==> src/rtl/bit_extract64_pkg.sv <==
// Shared ALU constants and types for the set-bit extraction path.
package bit_extract64_pkg;

  localparam int WIDTH = 64;
  localparam int IDXW  = 6;
  localparam int SEQW  = 7;

  typedef enum logic {
    IDLE = 1'b0,
    SCAN = 1'b1
  } state_e;

endpackage

==> src/rtl/bit_extract64_if.sv <==
// Word-in / index-out handshake bundle for bit_extract64.
interface bit_extract64_if;
  import bit_extract64_pkg::*;

  logic              in_valid;
  logic              in_ready;
  logic [WIDTH-1:0]  in_word;
  logic              out_valid;
  logic              out_ready;
  logic [IDXW-1:0]   out_idx;
  logic              out_last;
  logic              out_zero;
  logic [SEQW-1:0]   out_seq;
  logic              busy;

  modport slave (
    input  in_valid, in_word, out_ready,
    output in_ready, out_valid, out_idx, out_last, out_zero, out_seq, busy
  );

  modport master (
    output in_valid, in_word, out_ready,
    input  in_ready, out_valid, out_idx, out_last, out_zero, out_seq, busy
  );
endinterface

==> src/rtl/bit_extract64_lsb_index64.sv <==
// Combinational 64-to-6 lowest-set-bit priority encoder, reusable for
// count-trailing-zeros style operations.
module lsb_index64
  import bit_extract64_pkg::*;
(
  input  logic [WIDTH-1:0] vec_i,
  output logic [IDXW-1:0]  idx_o,
  output logic             found_o
);

  // Scanning from the top down lets the lowest set bit win the last write.
  always_comb begin
    idx_o   = '0;
    found_o = 1'b0;
    for (int i = WIDTH - 1; i >= 0; i--) begin
      if (vec_i[i]) begin
        idx_o   = IDXW'(i);
        found_o = 1'b1;
      end
    end
  end

endmodule

==> src/rtl/bit_extract64.sv <==
// Accepts a 64-bit word and streams the index of each set bit, lowest first,
// one beat per cycle; an all-zero word yields one beat flagged by out_zero.
module bit_extract64
  import bit_extract64_pkg::*;
(
  input  logic            clk,
  input  logic            rst_n,
  bit_extract64_if.slave  bus
);

  state_e            state_q, state_d;
  logic [WIDTH-1:0]  mask_q, mask_d;
  logic [SEQW-1:0]   seq_q, seq_d;
  logic              zero_q, zero_d;

  logic [IDXW-1:0]   lowIdx;
  logic              lowFound;
  logic              lastBeat;
  logic              accept;
  logic              beat;

  lsb_index64 u_lsb (
    .vec_i   (mask_q),
    .idx_o   (lowIdx),
    .found_o (lowFound)
  );

  assign lastBeat = zero_q | ((mask_q & (mask_q - WIDTH'(1))) == '0);
  assign accept   = (state_q == IDLE) && bus.in_valid;
  assign beat     = (state_q == SCAN) && bus.out_ready;

  always_ff @(posedge clk) begin
    if (!rst_n) begin
      state_q <= IDLE;
      mask_q  <= '0;
      seq_q   <= '0;
      zero_q  <= 1'b0;
    end else begin
      state_q <= state_d;
      mask_q  <= mask_d;
      seq_q   <= seq_d;
      zero_q  <= zero_d;
    end
  end

  always_comb begin
    state_d = state_q;
    unique case (state_q)
      IDLE: if (accept) state_d = SCAN;
      SCAN: if (beat && lastBeat) state_d = IDLE;
      default: state_d = IDLE;
    endcase
  end

  always_comb begin
    mask_d = mask_q;
    seq_d  = seq_q;
    zero_d = zero_q;
    if (accept) begin
      mask_d = bus.in_word;
      zero_d = (bus.in_word == '0);
      seq_d  = '0;
    end else if (beat) begin
      mask_d = mask_q & ~(WIDTH'(1) << lowIdx);
      seq_d  = seq_q + SEQW'(1);
    end
  end

  // Beat fields are gated to zero outside SCAN so IDLE always shows reset values.
  always_comb begin
    bus.in_ready  = 1'b0;
    bus.out_valid = 1'b0;
    bus.busy      = 1'b0;
    bus.out_idx   = '0;
    bus.out_last  = 1'b0;
    bus.out_zero  = 1'b0;
    bus.out_seq   = '0;
    unique case (state_q)
      IDLE: bus.in_ready = 1'b1;
      SCAN: begin
        bus.out_valid = 1'b1;
        bus.busy      = 1'b1;
        bus.out_idx   = lowFound ? lowIdx : '0;
        bus.out_last  = lastBeat;
        bus.out_zero  = zero_q;
        bus.out_seq   = seq_q;
      end
      default: ;
    endcase
  end

endmodule

==> src/flat_wrapper.sv <==
// flat-port wrapper written by rule: the top's interface ports become plain ports
module bit_extract64_flat import bit_extract64_pkg::*;
  (clk, rst_n, bus_in_valid, bus_in_word, bus_out_ready, bus_in_ready, bus_out_valid, bus_out_idx, bus_out_last, bus_out_zero, bus_out_seq, bus_busy);
  bit_extract64_if bus_i ();
  input  logic clk;
  input  logic rst_n;
  input wire logic [$bits(bus_i.in_valid)-1:0] bus_in_valid;
  input wire logic [$bits(bus_i.in_word)-1:0] bus_in_word;
  input wire logic [$bits(bus_i.out_ready)-1:0] bus_out_ready;
  output wire logic [$bits(bus_i.in_ready)-1:0] bus_in_ready;
  output wire logic [$bits(bus_i.out_valid)-1:0] bus_out_valid;
  output wire logic [$bits(bus_i.out_idx)-1:0] bus_out_idx;
  output wire logic [$bits(bus_i.out_last)-1:0] bus_out_last;
  output wire logic [$bits(bus_i.out_zero)-1:0] bus_out_zero;
  output wire logic [$bits(bus_i.out_seq)-1:0] bus_out_seq;
  output wire logic [$bits(bus_i.busy)-1:0] bus_busy;
  assign bus_i.in_valid = bus_in_valid;
  assign bus_i.in_word = bus_in_word;
  assign bus_i.out_ready = bus_out_ready;
  assign bus_in_ready = bus_i.in_ready;
  assign bus_out_valid = bus_i.out_valid;
  assign bus_out_idx = bus_i.out_idx;
  assign bus_out_last = bus_i.out_last;
  assign bus_out_zero = bus_i.out_zero;
  assign bus_out_seq = bus_i.out_seq;
  assign bus_busy = bus_i.busy;
  bit_extract64 u_core (.clk(clk), .rst_n(rst_n), .bus(bus_i));
endmodule
==> config.mk <==
export PLATFORM = sky130hd
export DESIGN_NAME = bit_extract64_flat
export DESIGN_NICKNAME = d
export VERILOG_FILES = /design/src/rtl/bit_extract64_pkg.sv /design/src/rtl/bit_extract64_if.sv /design/src/rtl/bit_extract64_lsb_index64.sv /design/src/rtl/bit_extract64.sv /design/src/flat_wrapper.sv
export SDC_FILE = /design/constraint.sdc
export NUM_CORES = 1
export LEC_CHECK = 0
export ABC_AREA = 1
export BUFFER_PORTS_ARGS = -buffer_cell sky130_fd_sc_hd__buf_2
export CAP_MARGIN = 30
export CORE_MARGIN = 5
export CORE_UTILIZATION = 30
export CTS_BUF_LIST = sky130_fd_sc_hd__clkbuf_2 sky130_fd_sc_hd__clkbuf_4 sky130_fd_sc_hd__clkbuf_8
export DETAILED_ROUTE_END_ITERATION = 10
export SLEW_MARGIN = 20
export SYNTH_ARGS = -nofsm -noshare
export SYNTH_HDL_FRONTEND = slang
export SYNTH_SLANG_ARGS = --single-unit
==> constraint.sdc <==
create_clock -name clk -period 4.5 [get_ports clk]
set_input_delay 0.675 -clock clk [delete_from_list [all_inputs] [get_ports clk]]
set_output_delay 0.675 -clock clk [all_outputs]
set_load 0.01 [all_outputs]
Yosys cells after proc, flatten, opt, wreduce, memory -nomap -nowiden
Cells that the tools add are included.
{"block": "word_totals", "inputBits": 68, "reg_bits": 73, "elab_cells": 160}
{"block": "classes", "reduce_logical": 7, "bitwise_logic": 6, "n_mux": 140, "add_sub_neg": 2, "shift": 1}
{"op": "two-way mux 6 bit", "n": 66}
{"op": "bitwise AND 64 bit", "n": 2}
{"op": "zero test 64 bit", "n": 2}
{"op": "two-way mux 64 bit", "n": 2}
{"op": "two-way mux 1 bit", "n": 70}
{"op": "NOT 64 bit", "n": 1}
{"op": "left shift 1 x 6 -> 64 bit (first input constant)", "n": 1}
{"op": "subtractor 64 x 1 -> 64 bit (second input constant)", "n": 1}
{"op": "adder 7 x 1 -> 7 bit (second input constant)", "n": 1}
{"op": "two-way mux 7 bit", "n": 1}
{"op": "logical AND 1 bit", "n": 3}
{"op": "NOT 1 bit", "n": 2}
{"op": "one-hot mux 1 bit (2 select lines)", "n": 1}
{"op": "nonzero test 2 bit", "n": 1}
{"op": "OR reduction 2 bit", "n": 1}
{"op": "bitwise OR 1 bit", "n": 1}

Depth between registers and ports, before layout
{"block": "depth", "depth_word": 69, "ltp_mapped": 65}

Cells and area by module
Synthesis repeated with hierarchy kept, for this count alone.
{"block": "hier_totals", "hier_cells": 1093, "hier_area_um2": 5900.7}
{"mod": "bit_extract64", "cells_each": 869, "instances": 1, "area_per_inst_um2": 4986.0}
{"mod": "lsb_index64", "cells_each": 224, "instances": 1, "area_per_inst_um2": 914.6}

Least setup slack after synthesis
No wires, ideal clock.
{"block": "synth_path", "path_kind": "register to output", "from": "register u_core.mask_q[2]", "to": "output port bus_out_last", "arrival_ns": 4.059, "slack_ns": -0.234, "stages_incl_launch_ff": 35, "cell_sequence": "dfxtp_1 -> nor2_1 -> inv_2 -> nor2_2 -> inv_2 -> nor2_4 -> inv_2 -> nor2_8 -> nand2_4 -> nor2_4 -> inv_2 -> nor2_4 -> inv_2 -> nor2_4 -> inv_2 -> nor2_4 -> inv_2 -> nor3_4 -> nand2_2 -> nor2_4 -> nand3_2 -> nor4_4 -> inv_2 -> nor2_2 -> inv_2 -> nor2_8 -> nand4_2 -> or3b_4 -> o41ai_2 -> nand4_1 -> nor3_2 -> nand4_1 -> o31ai_2 -> inv_1 -> nor2_1"}
{"block": "synth_between", "elab_chain_len": 5}
{"element": "start, declared", "line": "bit_extract64.sv:12", "source": "logic [WIDTH-1:0] mask_q, mask_d;"}
{"element": "start signal, assigned", "line": "bit_extract64.sv:40", "source": "mask_q <= mask_d;"}
{"element": "subtractor 64 x 1 -> 64 bit", "line": "bit_extract64.sv:28", "source": "assign lastBeat = zero_q | ((mask_q & (mask_q - WIDTH'(1))) == '0);"}
{"element": "bitwise AND 64 bit (*)", "line": "bit_extract64.sv:28"}
{"element": "zero test 64 bit (*)", "line": "bit_extract64.sv:28"}
{"element": "bitwise OR 1 bit (*)", "line": "bit_extract64.sv:28"}
{"element": "two-way mux 1 bit (*)", "line": "bit_extract64.sv:78", "source": "unique case (state_q)"}
{"element": "end, declared", "line": "flat_wrapper.sv:13", "source": "output wire logic [$bits(bus_i.out_last)-1:0] bus_out_last;"}
Mark *: on every way between the ends. The rest lies on a longest branch, timed or not.

Worst setup path in the final report
Same ends and word-level chain as after synthesis.

==> flow_summary.toml <==
[status]
status = "complete, but fails checks"
violations = "setup timing"

[sta]
hold_ws_ps = 494
finalSetupViolations = 2
skew_ps = 15.7
worst_slack_ps = -832
worst_slew_pin_slew_ps = 757
fin_crit_sh = 1.18
timing.fmax_mhz = 188
rsz0062_at_grt = "yes"
final_max_slew_viol_count = 0
tns_ps = -1160
final.min_clock_period_ps = 5330
max_slew_margin = 0.495
hold_viol = 0

[global_route]
first_global_vias = 5842
grtUsageTotal = 0.171
globalRouteOverflowTotal = 0
antenna_found_initial = 0
grt_max_degree = 65
grt_pass1_wl_um = 27800

[placement]
gp_congestion = 0.872
portBuffers = 85
hpwlAfterDp_um = 13000
dp_slack_ps = -544

[synth]
ys.flop_type = "dfxtp_1"
synth_area_sq_um = 5170
yosys_warnings = 0
synth_nets = 937
ys_async_sr_fraction = 0
ys_top_cells_by_area = "dfxtp_1 (28%), nand2_1 (19%), inv_1 (8.8%)"
synth_cell_types = 42
netlist.area_leader.share = 0.283
synthCells = 868
ys_seq_elements = 73
synth_area_leader_cell = "dfxtp_1"
synth_commonest_cells = "nand2_1 (264), inv_1 (121), nor2_1 (85)"
yosysMostFrequentCell = "nand2_1"
synth_edf_count = 0
ys_seq_area_frac = 0.283
synth_area_per_cell_sq_um = 5.96

[pwr]
p_sw_mw = 0.692
p_leak_nw = 3.05
powerDensity_nw_per_um2 = 283
p_int_mw = 1.18
switching_share = 0.371
vdd_drop_max_mv = 0.132
comb_power_share = 0.342
power_frac_seq = 0.388
p_clk_frac = 0.270

[floorplan]
die-area_sq_um = 20000
chipWidth_um = 141
core_area_sq_um = 17100
die_h_um = 141
start_util = 0.302
rows = 48
io_pins = 86

[routing]
drt_pass1_iterations = 5
routed_wl_um = 17100
vias_per_cell = 4.93
wl_per_cell_um = 13.8
drtAntennaViolNets = 0
vias = 6093
drtIter0Drc = 277
route.detailed.drc = 0

[critical_path]
cp-start-kind = "flop"
worstReg2RegStart = "u_core.mask_q[2]"
crit_start = "u_core.mask_q[2]"
path_max_fanout = 3
crit_type = "reg -> out"
endpoint_kind = "primary output"
cp.arrival_ps = 4660
critPathSlowestCell = "or3b_4"
cp_common_cell = "nor2_4"
cp.required_ps = 3830
crit_buf_inv = 11
path_delay_family = "simple AND/OR/NAND/NOR gates"
worst_path_largest_cell_delay_ps = 410

[cts]
cts-root-buf = "clkbuf_8"
clk_latency_ps = 380
h-tree-depth = 3
cts_buffers = 9
clk_pin_slew_ps = 80
cts_tree = "done"
clkSinkCount = 73
cts.path.max_buffers = 2

[layout]
utilization = 0.386
drive_above_1_share = 0.221
antenna_cells = 0
finalNetCount = 1075
syn2layout_area_growth_pct = 27.6

[hold_path]
hp-class = "reg -> reg"
hold_path_startpoint = "u_core.mask_q[62]"

[job]
cap_violations = 0
flip-flops by register name (all words and copies together), names as in the netlist:
name / count
u_core.mask_q: 64
u_core.seq_q: 7
u_core.state_q: 1
u_core.zero_q: 1
area by class of cell:
class,instances,area [sq um]
Clock buffer,13,173
Tap cell,225,282
Inverter,133,502
Sequential cell,73,1470
Timing Repair Buffer,164,1030
Clock inverter,2,12.5
Fill cell,1884,10500
Multi-Input combinational cell,625,3140
power groups by stage:
stage / clock (mW) / sequential (mW) / combinational [mW]
2_1_floorplan: 0 / 0.733 / 0.399
3_3_place_gp: 0 / 0.737 / 0.617
6_report: 0.504 / 0.725 / 0.639
5_1_grt: 0.550 / 0.730 / 0.717
3_5_place_dp: 0 / 0.737 / 0.616
4_1_cts: 0.517 / 0.723 / 0.622
layer usage:
| layer | vias to the layer above | part of all wire | GRT usage |
|---|---|---|---|
| met2 | 138 | 0.49 | 0.298 |
| met4 | 0 | 0.016 | 0.0586 |
| met1 | 2794 | 0.45 | 0.213 |
| li1 | 3146 | - | - |
| met5 | - | 0 | 0 |
| met3 | 15 | 0.050 | 0.0297 |
path summary, 6_finish.rpt:
path / cells past startpoint / slack (ps) / endpoint
setup / recovery: 35 / -830 / bus_out_last
hold / removal: 2 / 490 / u_core.mask_q[62]
setup reg to reg: 34 / 200 / u_core.state_q
hold reg to reg: 2 / 490 / u_core.mask_q[62]
logic make-up (layout without fill, tap and decap cells):
| kind of cell | after synthesis | count (layout) | share of synthesized area |
|---|---|---|---|
| adder cells (fa/ha/maj) | 1 | 1 | 0.00242 |
| AO/OA/AOI/OAI | 134 | 134 | 0.158 |
| flip-flops | 73 | 73 | 0.283 |
| AND/OR/NAND/NOR | 487 | 487 | 0.427 |
| XOR/XNOR | 3 | 3 | 0.00508 |
| buffers and inverters | 170 | 312 | 0.124 |
layout by cell type (no fill, tap or decap), types with 2 or more instances in the layout:
cell type	n
dfxtp_2	4
buf_4	78
nor4_1	26
o21ai_0	24
o21bai_1	4
buf_2	85
clkbuf_8	12
nand2_1	264
o21ai_1	2
nor2_4	12
nand3_1	50
a21oi_1	26
xor2_1	3
a311oi_1	2
a31oi_1	64
nor2_1	81
a2111oi_0	4
nor2_2	2
nor3_1	6
nand4_1	34
dfxtp_1	69
inv_1	119
nor2_8	2
inv_2	13
stage by stage:
stage | cells | power [mW] | area [sq um]
5_1_grt | 1235 | 2.00 | 6600
3_3_place_gp | 1209 | 1.35 | 6280
4_1_cts | 1224 | 1.86 | 6490
3_5_place_dp | 1209 | 1.35 | 6280
2_1_floorplan | 868 | 1.13 | 5170
6_report | 1235 | 1.87 | 6600
worst reg2reg max path: cells and delay by family (launching register included):
family | cells | cell delay, ps
buf+inv | 10 | 670
simple gates | 21 | 2590
flops | 1 | 340
compound gates | 3 | 560
timing repair:
action                     4_1_cts  5_1_grt
gates resized for setup          6        8
buffers inserted                 0       11
hold buffers                     0        0
cloned                           0        0
setup endpoints to repair        2        3
pin swaps                        1        3
(Power assumes the default switching activity.)
